===== src/rtl/ped_crossing_ctrl.sv =====
// Pedestrian crossing controller downstream of traffic_light: latches button requests,
// grants WALK on entry to vehicle RED, then a flashing clearance, aborting if RED is lost.
//
// state | meaning
// IDLE  | solid don't-walk, waiting for red entry with a pending request
// WALK  | walk lamp on for WALK_CYCLES cycles
// CLEAR | flashing don't-walk with countdown for CLEAR_CYCLES cycles
module ped_crossing_ctrl #(
    parameter int WALK_CYCLES  = 8,
    parameter int CLEAR_CYCLES = 6,
    parameter int BLINK_HALF   = 2,
    parameter int CNT_W        = 8
) (
    input  logic             clk,
    input  logic             rstb,
    input  logic [1:0]       light,
    input  logic             ped_btn,
    output logic             walk,
    output logic             dont_walk,
    output logic             req_pending,
    output logic [CNT_W-1:0] countdown,
    output logic             abort
);

    localparam logic [1:0]       RED        = 2'b00;
    localparam logic [CNT_W-1:0] WALK_LOAD  = CNT_W'(WALK_CYCLES - 1);
    localparam logic [CNT_W-1:0] CLEAR_LOAD = CNT_W'(CLEAR_CYCLES - 1);
    localparam logic [CNT_W-1:0] BLINK_LAST = CNT_W'(BLINK_HALF - 1);

    typedef enum logic [1:0] {IDLE, WALK, CLEAR} state_t;

    state_t           state, state_nxt;
    logic [CNT_W-1:0] cnt, cnt_nxt;
    logic [CNT_W-1:0] bcnt, bcnt_nxt;
    logic             bph, bph_nxt;
    logic [1:0]       btn_sync;
    logic             btn_q;
    logic [1:0]       light_q;
    logic             req_nxt;
    logic             abort_nxt;
    logic             btn_rise;
    logic             light_red;
    logic             red_entry;

    assign btn_rise  = btn_sync[1] & ~btn_q;
    assign light_red = (light == RED);
    assign red_entry = light_red && (light_q != RED);

    always_ff @(posedge clk or negedge rstb) begin
        if (!rstb) begin
            state       <= IDLE;
            cnt         <= '0;
            bcnt        <= '0;
            bph         <= 1'b0;
            btn_sync    <= 2'b00;
            btn_q       <= 1'b0;
            light_q     <= RED;
            req_pending <= 1'b0;
            walk        <= 1'b0;
            dont_walk   <= 1'b1;
            countdown   <= '0;
            abort       <= 1'b0;
        end else begin
            state       <= state_nxt;
            cnt         <= cnt_nxt;
            bcnt        <= bcnt_nxt;
            bph         <= bph_nxt;
            btn_sync    <= {btn_sync[0], ped_btn};
            btn_q       <= btn_sync[1];
            light_q     <= light;
            req_pending <= req_nxt;
            // lamps are registered from the next state so they change with it
            walk        <= (state_nxt == WALK);
            dont_walk   <= (state_nxt == CLEAR) ? ~bph_nxt : (state_nxt != WALK);
            countdown   <= (state_nxt == CLEAR) ? cnt_nxt : '0;
            abort       <= abort_nxt;
        end
    end

    always_comb begin
        state_nxt = state;
        cnt_nxt   = cnt;
        bcnt_nxt  = bcnt;
        bph_nxt   = bph;
        abort_nxt = 1'b0;
        req_nxt   = req_pending;

        if (btn_rise && state != WALK)
            req_nxt = 1'b1;

        case (state)
            IDLE: begin
                cnt_nxt  = '0;
                bcnt_nxt = '0;
                bph_nxt  = 1'b0;
                // uses the registered flag, so a request landing this cycle waits
                if (red_entry && req_pending) begin
                    state_nxt = WALK;
                    cnt_nxt   = WALK_LOAD;
                    req_nxt   = 1'b0;
                end
            end
            WALK: begin
                if (!light_red) begin
                    state_nxt = IDLE;
                    abort_nxt = 1'b1;
                    cnt_nxt   = '0;
                end else if (cnt == '0) begin
                    state_nxt = CLEAR;
                    cnt_nxt   = CLEAR_LOAD;
                    bcnt_nxt  = '0;
                    bph_nxt   = 1'b0;
                end else begin
                    cnt_nxt = cnt - 1'b1;
                end
            end
            CLEAR: begin
                if (!light_red || cnt == '0) begin
                    state_nxt = IDLE;
                    abort_nxt = !light_red;
                    cnt_nxt   = '0;
                    bcnt_nxt  = '0;
                    bph_nxt   = 1'b0;
                end else begin
                    cnt_nxt = cnt - 1'b1;
                    if (bcnt == BLINK_LAST) begin
                        bcnt_nxt = '0;
                        bph_nxt  = ~bph;
                    end else begin
                        bcnt_nxt = bcnt + 1'b1;
                    end
                end
            end
            default: begin
                state_nxt = IDLE;
                cnt_nxt   = '0;
            end
        endcase
    end

endmodule

===== config.mk =====
export PLATFORM = sky130hd
export DESIGN_NAME = ped_crossing_ctrl
export DESIGN_NICKNAME = d
export VERILOG_FILES = /design/src/rtl/ped_crossing_ctrl.sv
export SDC_FILE = /design/constraint.sdc
export NUM_CORES = 1
export LEC_CHECK = 0
export ABC_AREA = 0
export BUFFER_PORTS_ARGS = -buffer_cell sky130_fd_sc_hd__clkbuf_2
export CAP_MARGIN = 20
export CORE_ASPECT_RATIO = 1.5
export CORE_UTILIZATION = 50
export DETAILED_ROUTE_END_ITERATION = 16
export GPL_TIMING_DRIVEN = 0
export PLACE_DENSITY = 0.72
export SKIP_LAST_GASP = 1
export SYNTH_ARGS = -nofsm -noshare
export SYNTH_HDL_FRONTEND = slang
export SYNTH_SLANG_ARGS = --single-unit
export TNS_END_PERCENT = 20

===== constraint.sdc =====
create_clock -name clk -period 1.8 [get_ports clk]
set_input_delay 0 -clock clk [delete_from_list [all_inputs] [get_ports clk]]
set_output_delay 0 -clock clk [all_outputs]
set_load 0.05 [all_outputs]

; Word level (Yosys, flattened, before mapping)
; Index checks and enable logic that the tools add are counted.
[classes]
n_reduce_logical = 11
bitwise = 4
n_eq_ne = 9
add_sub_neg = 2
muxes = 28
[op_table]
columns = op, count
row1 = $mux 8, 8
row2 = $pmux 8 s3, 2
row3 = $mux 1, 10
row4 = $add 8x1->8 const B, 1
row5 = $eq 8x1->1 const B, 1
row6 = $logic_not 8->1, 1
row7 = $mux 2, 4
row8 = $sub 8x1->8 const B, 1
row9 = $pmux 2 s3, 1
row10 = $eq 2x1->1 const B, 2
row11 = $eq 2x2->1 const B, 2
row12 = $logic_not 2->1, 2
row13 = $ne 2x1->1 const B, 2
row14 = $ne 2x2->1 const B, 2
row15 = $logic_and 1x1->1, 3
row16 = $mux 3, 1
row17 = $not 1->1, 3
row18 = $pmux 1 s3, 1
row19 = $reduce_and 3->1, 1
row20 = $reduce_bool 3->1, 1
row21 = $pmux 1 s2, 1
row22 = $reduce_bool 2->1, 1
row23 = $and 1x1->1, 1
row24 = $logic_not 1->1, 1
row25 = $logic_or 1x1->1, 1
[totals]
register_bits = 36
output_inout_bits = 12
inputBits = 5

; Longest topological paths before layout
; Gate-level depths: netlist of run 1.
[depth]
word_depth = 7
mapped_depth = 9
mapped_depth_nobuf = 9

; Worst setup path before layout of run 1
; Ideal clock, no wire load.
[synth_path]
kind = reg-to-reg
start = register cnt[0]
end = register countdown[3]
slack_ns = -0.170
path_buffers = 0
stages_incl_launch_ff = 10
period_less_slack_ns = 1.970
arrival_time_ns = 1.898
path_cell_list = dfrtp_1 -> inv_1 -> ha_1 -> nor3b_4 -> nand3_2 -> o21a_1 -> nor3_1 -> ha_1 -> nand3_1 -> nor2_1
[synth_between]
elab_chain_len = 6
word_cells_on_any_way = 13
cone_classes = 1 x add/sub / 1 x eq/ne / 9 x mux / 2 x reduce/logical
[synth_rtl]
columns = element, line_no
row1 = start: declaration, 33  ; logic [CNT_W-1:0] cnt, cnt_nxt;
row2 = start signal: assignment, 65  ; cnt <= cnt_nxt;
row3 = $logic_not 8->1 (*), "108, 118"
row4 = $mux 2 or $logic_or 1x1->1 (tied branches), "108, 118"
row5 = "$mux 2, on equally long branches", "104, 118"
row6 = $pmux 2 s3 (*), 91  ; case (state)
row7 = net state_nxt[1], 32  ; state_t state, state_nxt;
row8 = $eq 2x2->1 (*), 75  ; countdown <= (state_nxt == CLEAR) ? cnt_nxt : '0;
row9 = $mux 8 (*), 75
row10 = end signal: assignment, 75
row11 = end: declaration, 21  ; output logic [CNT_W-1:0] countdown,
; The timed path passes the listed nets; every way through them passes the cells marked *.
; A chain may end at the register's enable or synchronous reset.

; Worst setup path in the final report of run 1
[layout_path]
start = register cnt[0]
end = register cnt[2]
[layout_between]
elab_chain_len = 4
word_cells_on_any_way = 7
cone_classes = 1 x add/sub / 4 x mux / 2 x reduce/logical
[layout_rtl]
columns = element, line_no
row1 = $sub 8x1->8 or $logic_not 8->1 (tied branches), --
row2 = $mux 8 or $logic_or 1x1->1 (tied branches), "108, 118"
row3 = "$mux 8, on equally long branches", "104, 118"
row4 = $pmux 8 s3 (*), 91
row5 = net cnt_nxt[2], 33
; Marked as above.

==> impl_metrics.yaml, run 1 <==
run_status:
  status: "finished, violations left"
  failed_checks: "negative setup slack"
logic_synthesis:
  syn_area_sq_um: 1724
  synth_edf_count: 0
  ys_seq_area_frac: 0.5232
  yosysTopAreaCell: "dfrtp_1"
  ys.flop_type: "dfrtp_1"
  yosys-top-cells-count: "dfrtp_1, nor2_1, nand2_1, nand3_1"
  ys_types: 42
  post_synth.cell_area_avg_sq_um: 10.64
  syn_inst: 162
  ys_ff_latch: 36
  yosys_warnings: 0
  syn-num-nets: 176
  synth_most_common_cell: "dfrtp_1"
  synth.area.top_cells: "dfrtp_1, ha_1, nor2_1"
  synth_async_sr_flop_share: 1.000
  synth_top_area_frac: 0.5080
critical_path:
  crit_chain: "inv_2, ha_4, nor3b_4, buf_4, a211oi_4, buf_4, buf_4, o21ai_0, a21oi_1"
  end_kind: "register"
  slowest_stage: "dfrtp_1"
  path_buf_inv: 4
  required_ps: 1950
  cp_top_family: "compound AO/OA/AOI/OAI gates"
  path_class: "register to register"
  cpMostUsedCell: "buf_4"
  critPathMaxStageDelay_ps: 410
  crit_arrival_ps: 2310
  start_kind: "register"
  cp_max_fo: 7
timing:
  worstMarginPinSlew_ps: 887.8
  setup_viol: 22
  max_freq_mhz: 464.8
  layout_setup_ws_ps: -351.4
  slew_violations: 0
  fin_crit_ps: 2151
  timing.final.crit_share: 1.195
  setup_tns_ps: -5092
  finalClockSkew_ps: 6.513
  rsz0062_at_grt: "yes"
  max_slew_margin: 0.4082
  hold_violations: 0
global_route:
  antenna_found_initial: 0
  grt_pass1_vias: 1427
  gr-usage-all-layers: 0.2431
  grt_pass1_wl_mm: 6.465
  grt_max_degree: 37
  gr-total-overflow: 0
worst_hold_path:
  hold_path.class: "input pin to register"
power_and_ir_drop:
  power_density_nw_per_um2: 1434
  power.leakage_nw: 1.013
  p_total_mw: 3.175
  vdd_ir_drop_max_mv: 0.9115
drt:
  wl_mm: 4.028
  drt_iter0_drc: 25
  post_drt_via_cell_ratio: 5.602
  drtPass1Iterations: 4
  via_count: 1395
  ant_nets: 0
  drc_errors: 0
  wl_per_cell_um: 16.18
placed_design:
  place_ws_ps: -534.2
  port_buffers: 16
  dp_hpwl_mm: 2.459
  gp_congestion: 0.8124
cells_and_area:
  drive_gt1_frac: 0.3254
  areaGrowthSynthToFinish_pct: 28.37
  antennaDiodeCount: 0
  nets: 223
clock_network:
  cts-buffers-inserted: 5
  cts_root_buffer: "clkbuf_8"
  cts.sinks: 36
  clock_path_buffers: 2
  cts_max_level: 2
  cts_tree: "yes"
  clkLatencyLatePin_ps: 290
  clk_pin_slew_ps: 70
die:
  start_util: 0.5351
  coreArea_sq_um: 3222
  die_height_um: 73.92
  num_io_pins: 17
  dieArea_sq_um: 3692
  die_w_um: 49.95
  rows: 25
flow_run:
  drv_cap: 0
## final cells by class
type	count	area (sq um)
repair buffers	40	274.0
fillers	249	1008
plain buffers	2	8.758
flip-flops and latches	36	902.1
multi-input cells	115	848.3
well taps	40	50.05
inverters	9	33.78
clock buffers	7	96.34
## state kept, by name, indices dropped and copies added, names as in the netlist, 2 cells and up
| signal | count |
|---|---|
| countdown | 8 |
| bcnt | 8 |
| light_q | 2 |
| cnt | 8 |
| btn_sync | 2 |
| state | 2 |
## tightest hold or removal path: cells and delay by family
family                 cells  cell delay [ps]
and+or+nand+nor            1              120
AOI/OAI and AO/OA          2              290
buffers and inverters      1              110
## kinds of logic (layout without fill, tap and decap cells)
| kind of cell | count (synthesis) | after routing | synth area share |
|---|---|---|---|
| AO/OA/AOI/OAI | 31 | 31 | 0.1284 |
| flip-flops | 36 | 36 | 0.5232 |
| multiplexers | 2 | 2 | 0.01161 |
| AND/OR/NAND/NOR | 67 | 67 | 0.2163 |
| buffers and inverters | 11 | 58 | 0.02467 |
| adder cells (fa/ha/maj) | 9 | 9 | 0.06531 |
| XOR/XNOR | 6 | 6 | 0.03048 |
## what timing repair did
| item | 4_1_cts | 5_1_grt |
|---|---|---|
| setup buffers | 12 | 8 |
| setup endpoints to repair | 19 | 28 |
| endpoints found under the hold margin | 38 | 0 |
| pin swaps | 4 | 8 |
| gates cloned | 0 | 0 |
| gates resized for setup | 5 | 10 |
| hold buffers | 4 | 0 |
## power by group
group | leakage, nW | internal, mW | switching, mW
Combinational | 0.483 | 0.662 | 0.876
Sequential | 0.480 | 0.916 | 0.0996
Clock | 0.0503 | 0.341 | 0.280
Total | 1.01 | 1.92 | 1.26
## stage by stage
| stage | hold slack (ps) | cell area (sq um) | cells | util |
|---|---|---|---|---|
| global route | 283.8 | 2213 | 249 | 0.6870 |
| floorplan | -295.6 | 1737 | 162 | - |
| global placement | 109.0 | 1867 | 218 | 0.5794 |
| finish | 257.5 | 2213 | 249 | 0.6870 |
| CTS | 210.5 | 2118 | 241 | 0.6575 |
| detailed placement | 110.5 | 1867 | 218 | 0.5794 |
## cell usage in the layout, fill, tap and decap left out, drive strengths merged, types with 3 or more instances in the layout
cell type    instances
dlygate4sd3          4
buf                 21
ha                   9
nand2               14
o21ai                7
a31oi                3
nor3                 5
inv                  9
nor3b                4
a21oi                6
nand3               13
dfrtp               35
nor2                17
a211oi               3
xnor2                4
o21a                 3
clkbuf              24
## layer usage
metal | vias to the layer above | track usage | wire length (um)
met5 | - | 0 | 0
met1 | 694 | 0.2517 | 1583
met4 | 0 | 0.1683 | 159
li1 | 668 | - | -
met2 | 20 | 0.4354 | 2203
met3 | 13 | 0.04969 | 82
## path summary, 6_finish.rpt
check,startpoint,to,slack (ps),depth (start not counted)
setup / recovery,cnt[0],cnt[2],-350,9
hold / removal,light[0],countdown[2],260,4
setup reg to reg,cnt[0],cnt[2],-350,9
hold reg to reg,btn_sync[0],btn_sync[1],360,0
max in group asynchronous,rstb,light_q[1],880,2
min in group asynchronous,rstb,countdown[4],350,2
Power figures use the tool's default switching activity.
==> run 2, diff against run 1 <==
Settings changed: PLACE_DENSITY 0.72 to 0.69.
Clock period 1.8 ns to 2.1 ns, I/O delays scaled along.
==> impl_metrics.yaml, run 2 (synthesis results as in run 1) <==
global_route:
  grt_pass1_vias: 1355
  grt_max_degree: 37
  grt_pass1_wl_mm: 5.968
  antenna_found_initial: 0
  gr-usage-all-layers: 0.2199
  gr-total-overflow: 0
timing:
  fin_crit_ps: 2045
  hold_violations: 0
  setup_viol: 0
  rsz0062_at_grt: "yes"
  timing.final.crit_share: 0.9740
  worstMarginPinSlew_ps: 888.7
  max_freq_mhz: 488.9
  slew_violations: 0
  setup_tns_ps: 0
  finalClockSkew_ps: 12.77
  max_slew_margin: 0.4075
drt:
  ant_nets: 0
  wl_mm: 3.700
  drc_errors: 0
  drt_iter0_drc: 27
  via_count: 1329
  post_drt_via_cell_ratio: 5.561
  drtPass1Iterations: 4
  wl_per_cell_um: 15.48
placed_design:
  dp_hpwl_mm: 2.512
  gp_congestion: 0.7992
  port_buffers: 16
cells_and_area:
  layout_common_cells: "dfrtp_1, nor2_1, clkbuf_2"
  fill_cells: 254
  nets: 213
  drive_gt1_frac: 0.2814
  multi_input_area_sq_um: 853.3
  top_regs: "bcnt (8), cnt (8), countdown (8)"
  final_common_cell: "dfrtp_1"
  seqCellArea_sq_um: 903.4
  areaGrowthSynthToFinish_pct: 23.29
  antennaDiodeCount: 0
die:
  dieArea_sq_um: 3692
  start_util: 0.5351
  coreArea_sq_um: 3222
  rows: 25
  die_height_um: 73.92
  die_w_um: 49.95
  num_io_pins: 17
critical_path:
  startpoint: "cnt[0]"
  reg2reg_depth: 10
  start_kind: "register"
  crit_arrival_ps: 2220
  required_ps: 2270
  rr_startpoint: "cnt[0]"
  path_class: "register to register"
  end_kind: "register"
  r2r_end: "countdown[1]"
  endpoint: "countdown[1]"
  rrSetupSlack_ps: 50
  cp_max_fo: 4
clock_network:
  cts_max_level: 2
  clk_pin_slew_ps: 80
  cts.sinks: 36
  cts_root_buffer: "clkbuf_8"
  clock_path_buffers: 2
  clkLatencyLatePin_ps: 290
  cts-buffers-inserted: 5
  cts_tree: "yes"
power_and_ir_drop:
  vdd_ir_drop_max_mv: 0.8629
  power.leakage_nw: 0.9561
  p_total_mw: 2.514
  power_density_nw_per_um2: 1183
flow_run:
  drv_cap: 0
worst_hold_path:
  hold_path.class: "register to register"
run_status:
  status: "finished, final reports clean"
-- run 2: how the worst min path moves through the flow --
stage,from,endpoint,cells past startpoint
after floorplan,rstb,abort,0
after global placement,ped_btn,btn_sync[0],1
after detailed placement,ped_btn,btn_sync[0],1
after CTS,btn_sync[0],btn_sync[1],0
after global routing,btn_sync[0],btn_sync[1],0
final,btn_sync[1],btn_q,0
-- run 2: final cells by class --
type / count / area share
buffer: 2 / 0.004120
clock buffer: 6 / 0.03414
clock inverter: 1 / 0.002354
sequential: 36 / 0.4250
multi-input combinational: 115 / 0.4014
tap: 40 / 0.02354
inverter: 9 / 0.01589
timing repair buffer: 30 / 0.09358
-- run 2: report_power, final --
| group | total [mW] | switching (mW) | internal, mW |
|---|---|---|---|
| combinational | 1.19 | 0.700 | 0.488 |
| sequential | 0.865 | 0.0794 | 0.786 |
| clock | 0.461 | 0.236 | 0.225 |
| total | 2.51 | 1.02 | 1.50 |
-- run 2: timing repair --
item                                    in CTS  in global routing
endpoints found under the setup margin       9                 13
gates resized for setup                      5                 13
endpoints found under the hold margin       38                  0
hold buffers                                 4                  0
buffers inserted                             5                  5
pin swaps                                    3                  5
-- run 2: per-stage QoR --
step	hold slack [ps]	util	worst slack [ps]	area [sq um]	std cells
2_1_floorplan	-295.6	-	129.7	1724	162
3_3_place_gp	107.8	0.5755	-230.8	1854	218
3_5_place_dp	111.8	0.5755	-305.8	1854	218
4_1_cts	352.2	0.6291	-15.32	2027	234
5_1_grt	367.2	0.6598	-26.52	2126	239
6_report	352.7	0.6598	54.58	2126	239
-- run 2: layer usage --
layer  up-vias  share of wire  track usage
met1       665           0.37       0.2157
met4         0          0.011      0.08571
met2        16           0.59       0.4339
met3         6          0.022      0.05176
met5         -              0            0
li1        642              -            -
-- run 2: worst max-delay path, stage by stage (launching register included) --
cell and delay, ps:
dfrtp_1 360, inv_1 60, ha_2 200, nor3b_4 150
buf_4 160, a211oi_4 250, o21ai_2 90, a21o_1 190
ha_2 220, buf_4 140, and2_1 120
==> run 3, diff against run 2 <==
Settings changed: PLACE_DENSITY 0.69 to 0.72, SETUP_SLACK_MARGIN set to 0.5.
Clock period 2.1 ns to 1.7 ns, I/O delays scaled along.
==> impl_metrics.yaml, run 3 (synthesis results as in run 1) <==
run_status:
  status: "finished, violations left"
  failed_checks: "negative setup slack"
critical_path:
  crit_chain: "inv_2, ha_4, nor3b_4, buf_4, a211oi_4, buf_4, buf_4, o21ai_0, a21oi_1"
  rrSetupSlack_ps: -450
  required_ps: 1850
  critPathMaxStageDelay_ps: 410
  cp_max_fo: 7
  path_buf_inv: 4
  slowest_stage: "dfrtp_1"
  cp_top_family: "compound AO/OA/AOI/OAI gates"
  crit_arrival_ps: 2310
  rr_startpoint: "cnt[0]"
  path_class: "register to register"
  start_kind: "register"
  cpMostUsedCell: "buf_4"
  end_kind: "register"
  reg2reg_depth: 9
  r2r_end: "cnt[2]"
global_route:
  grt_pass1_wl_mm: 6.465
  antenna_found_initial: 0
  gr-usage-all-layers: 0.2431
  grt_pass1_vias: 1427
  busiest_layer: "met2"
  use_met3: 0.04969
  grt_max_degree: 37
  grtUsageMet1: 0.2517
  gr-total-overflow: 0
  grtUsageMet2: 0.4354
drt:
  post_drt_via_cell_ratio: 5.627
  wl_per_cell_um: 16.19
  drt_iter0_drc: 26
  wl_mm: 4.032
  drtPass1Iterations: 4
  via_count: 1401
  drc_errors: 0
  ant_nets: 0
die:
  start_util: 0.5351
  num_io_pins: 17
  die_w_um: 49.95
  rows: 25
  dieArea_sq_um: 3692
  die_height_um: 73.92
  coreArea_sq_um: 3222
cells_and_area:
  nets: 223
  final_common_cell: "dfrtp_1"
  antennaDiodeCount: 0
  drive_gt1_frac: 0.3301
  fill_cells: 249
  multi_input_area_sq_um: 850.8
  layout_common_cells: "dfrtp_1, buf_4, clkbuf_2"
  top_regs: "bcnt (8), cnt (8), countdown (8)"
  seqCellArea_sq_um: 902.1
  areaGrowthSynthToFinish_pct: 28.52
clock_network:
  cts_tree: "yes"
  cts-buffers-inserted: 5
  cts.sinks: 36
  clkLatencyLatePin_ps: 290
  cts_root_buffer: "clkbuf_8"
  clk_pin_slew_ps: 70
  clock_path_buffers: 2
  cts_max_level: 2
power_and_ir_drop:
  power_density_nw_per_um2: 1519
  p_total_mw: 3.367
  vdd_ir_drop_max_mv: 0.9654
  power.leakage_nw: 1.013
placed_design:
  gp_congestion: 0.8124
  place_ws_ps: -634.2
  port_buffers: 16
  dp_hpwl_mm: 2.459
worst_hold_path:
  min_from: "light[0]"
  hold_path.class: "input pin to register"
  hold_end: "countdown[2]"
  hold-path-cell-count: 4
timing:
  finalClockSkew_ps: 6.607
  slew_violations: 0
  worstMarginPinSlew_ps: 898.0
  finalHoldWorstSlack_ps: 258.1
  rsz0062_at_grt: "yes"
  timing.final.crit_share: 1.266
  hold_violations: 0
  fin_crit_ps: 2152
  max_slew_margin: 0.4013
  setup_viol: 28
  max_freq_mhz: 464.7
  layout_setup_ws_ps: -452.0
flow_run:
  drv_cap: 0
==> run 3: cell types whose count changed in the layout (fill, tap and decap cells not counted), sizes merged <==
| cell | change |
|---|---|
| buf | +10 |
| clkinv | -1 |
| clkbuf | +1 |
==> run 3: power by group <==
part           switching (mW)  total, mW  leakage (nW)  internal [mW]
sequential              0.105       1.08         0.480          0.970
combinational           0.932       1.63         0.482          0.702
clock                   0.297      0.657        0.0503          0.361
total                    1.33       3.37          1.01           2.03
==> run 3: worst reg2reg max path, delay by kind of cell, from the launching register on <==
family | cells | cell delay, ps
adders and majority gates | 1 | 130
AOI/OAI and AO/OA | 3 | 590
and+or+nand+nor | 1 | 310
buffers and inverters | 4 | 570
DFF | 1 | 410
==> run 3: repair_timing <==
item                                   in CTS  in global routing
pin swaps                                   4                  8
endpoints found under the hold margin      38                  0
hold buffers                                4                  0
setup buffers                              12                  8
resized for setup                           5                 11
setup endpoints to repair                  31                 31
==> run 3: metal layers <==
metal / wire, um / vias to the layer above / part of all wire
met2: 2199 / 20 / 0.55
met5: 0 / - / 0
met1: 1595 / 700 / 0.40
met3: 79 / 13 / 0.020
met4: 159 / 0 / 0.039
li1: - / 668 / -
==> run 3: worst max path at each step <==
stage              from  cells past startpoint           end  slack [ps]
4_1_cts          cnt[0]                      9     dont_walk        -340
2_1_floorplan    cnt[0]                      8     dont_walk        -250
6_report         cnt[0]                      9        cnt[2]        -450
5_1_grt          cnt[0]                      9        cnt[2]        -500
3_5_place_dp   state[1]                      8  countdown[7]        -630
3_3_place_gp   state[1]                      8  countdown[5]        -590
==> run 3: layout make-up <==
class	instances	share of cell area
Multi-Input combinational cell	115	0.3840
Timing Repair Buffer	40	0.1237
Sequential cell	36	0.4071
Buffer	2	0.003953
Inverter	9	0.01525
Tap cell	40	0.02259
Clock buffer	7	0.04348
==> run 3: through the flow <==
stage | util | cells | area, sq um | setup TNS (ps)
floorplan | - | 162 | 1737 | -1807
global placement | 0.5794 | 218 | 1867 | -7598
detailed placement | 0.5794 | 218 | 1867 | -8684
CTS | 0.6575 | 241 | 2118 | -5514
global route | 0.6878 | 249 | 2216 | -9494
finish | 0.6878 | 249 | 2216 | -7671
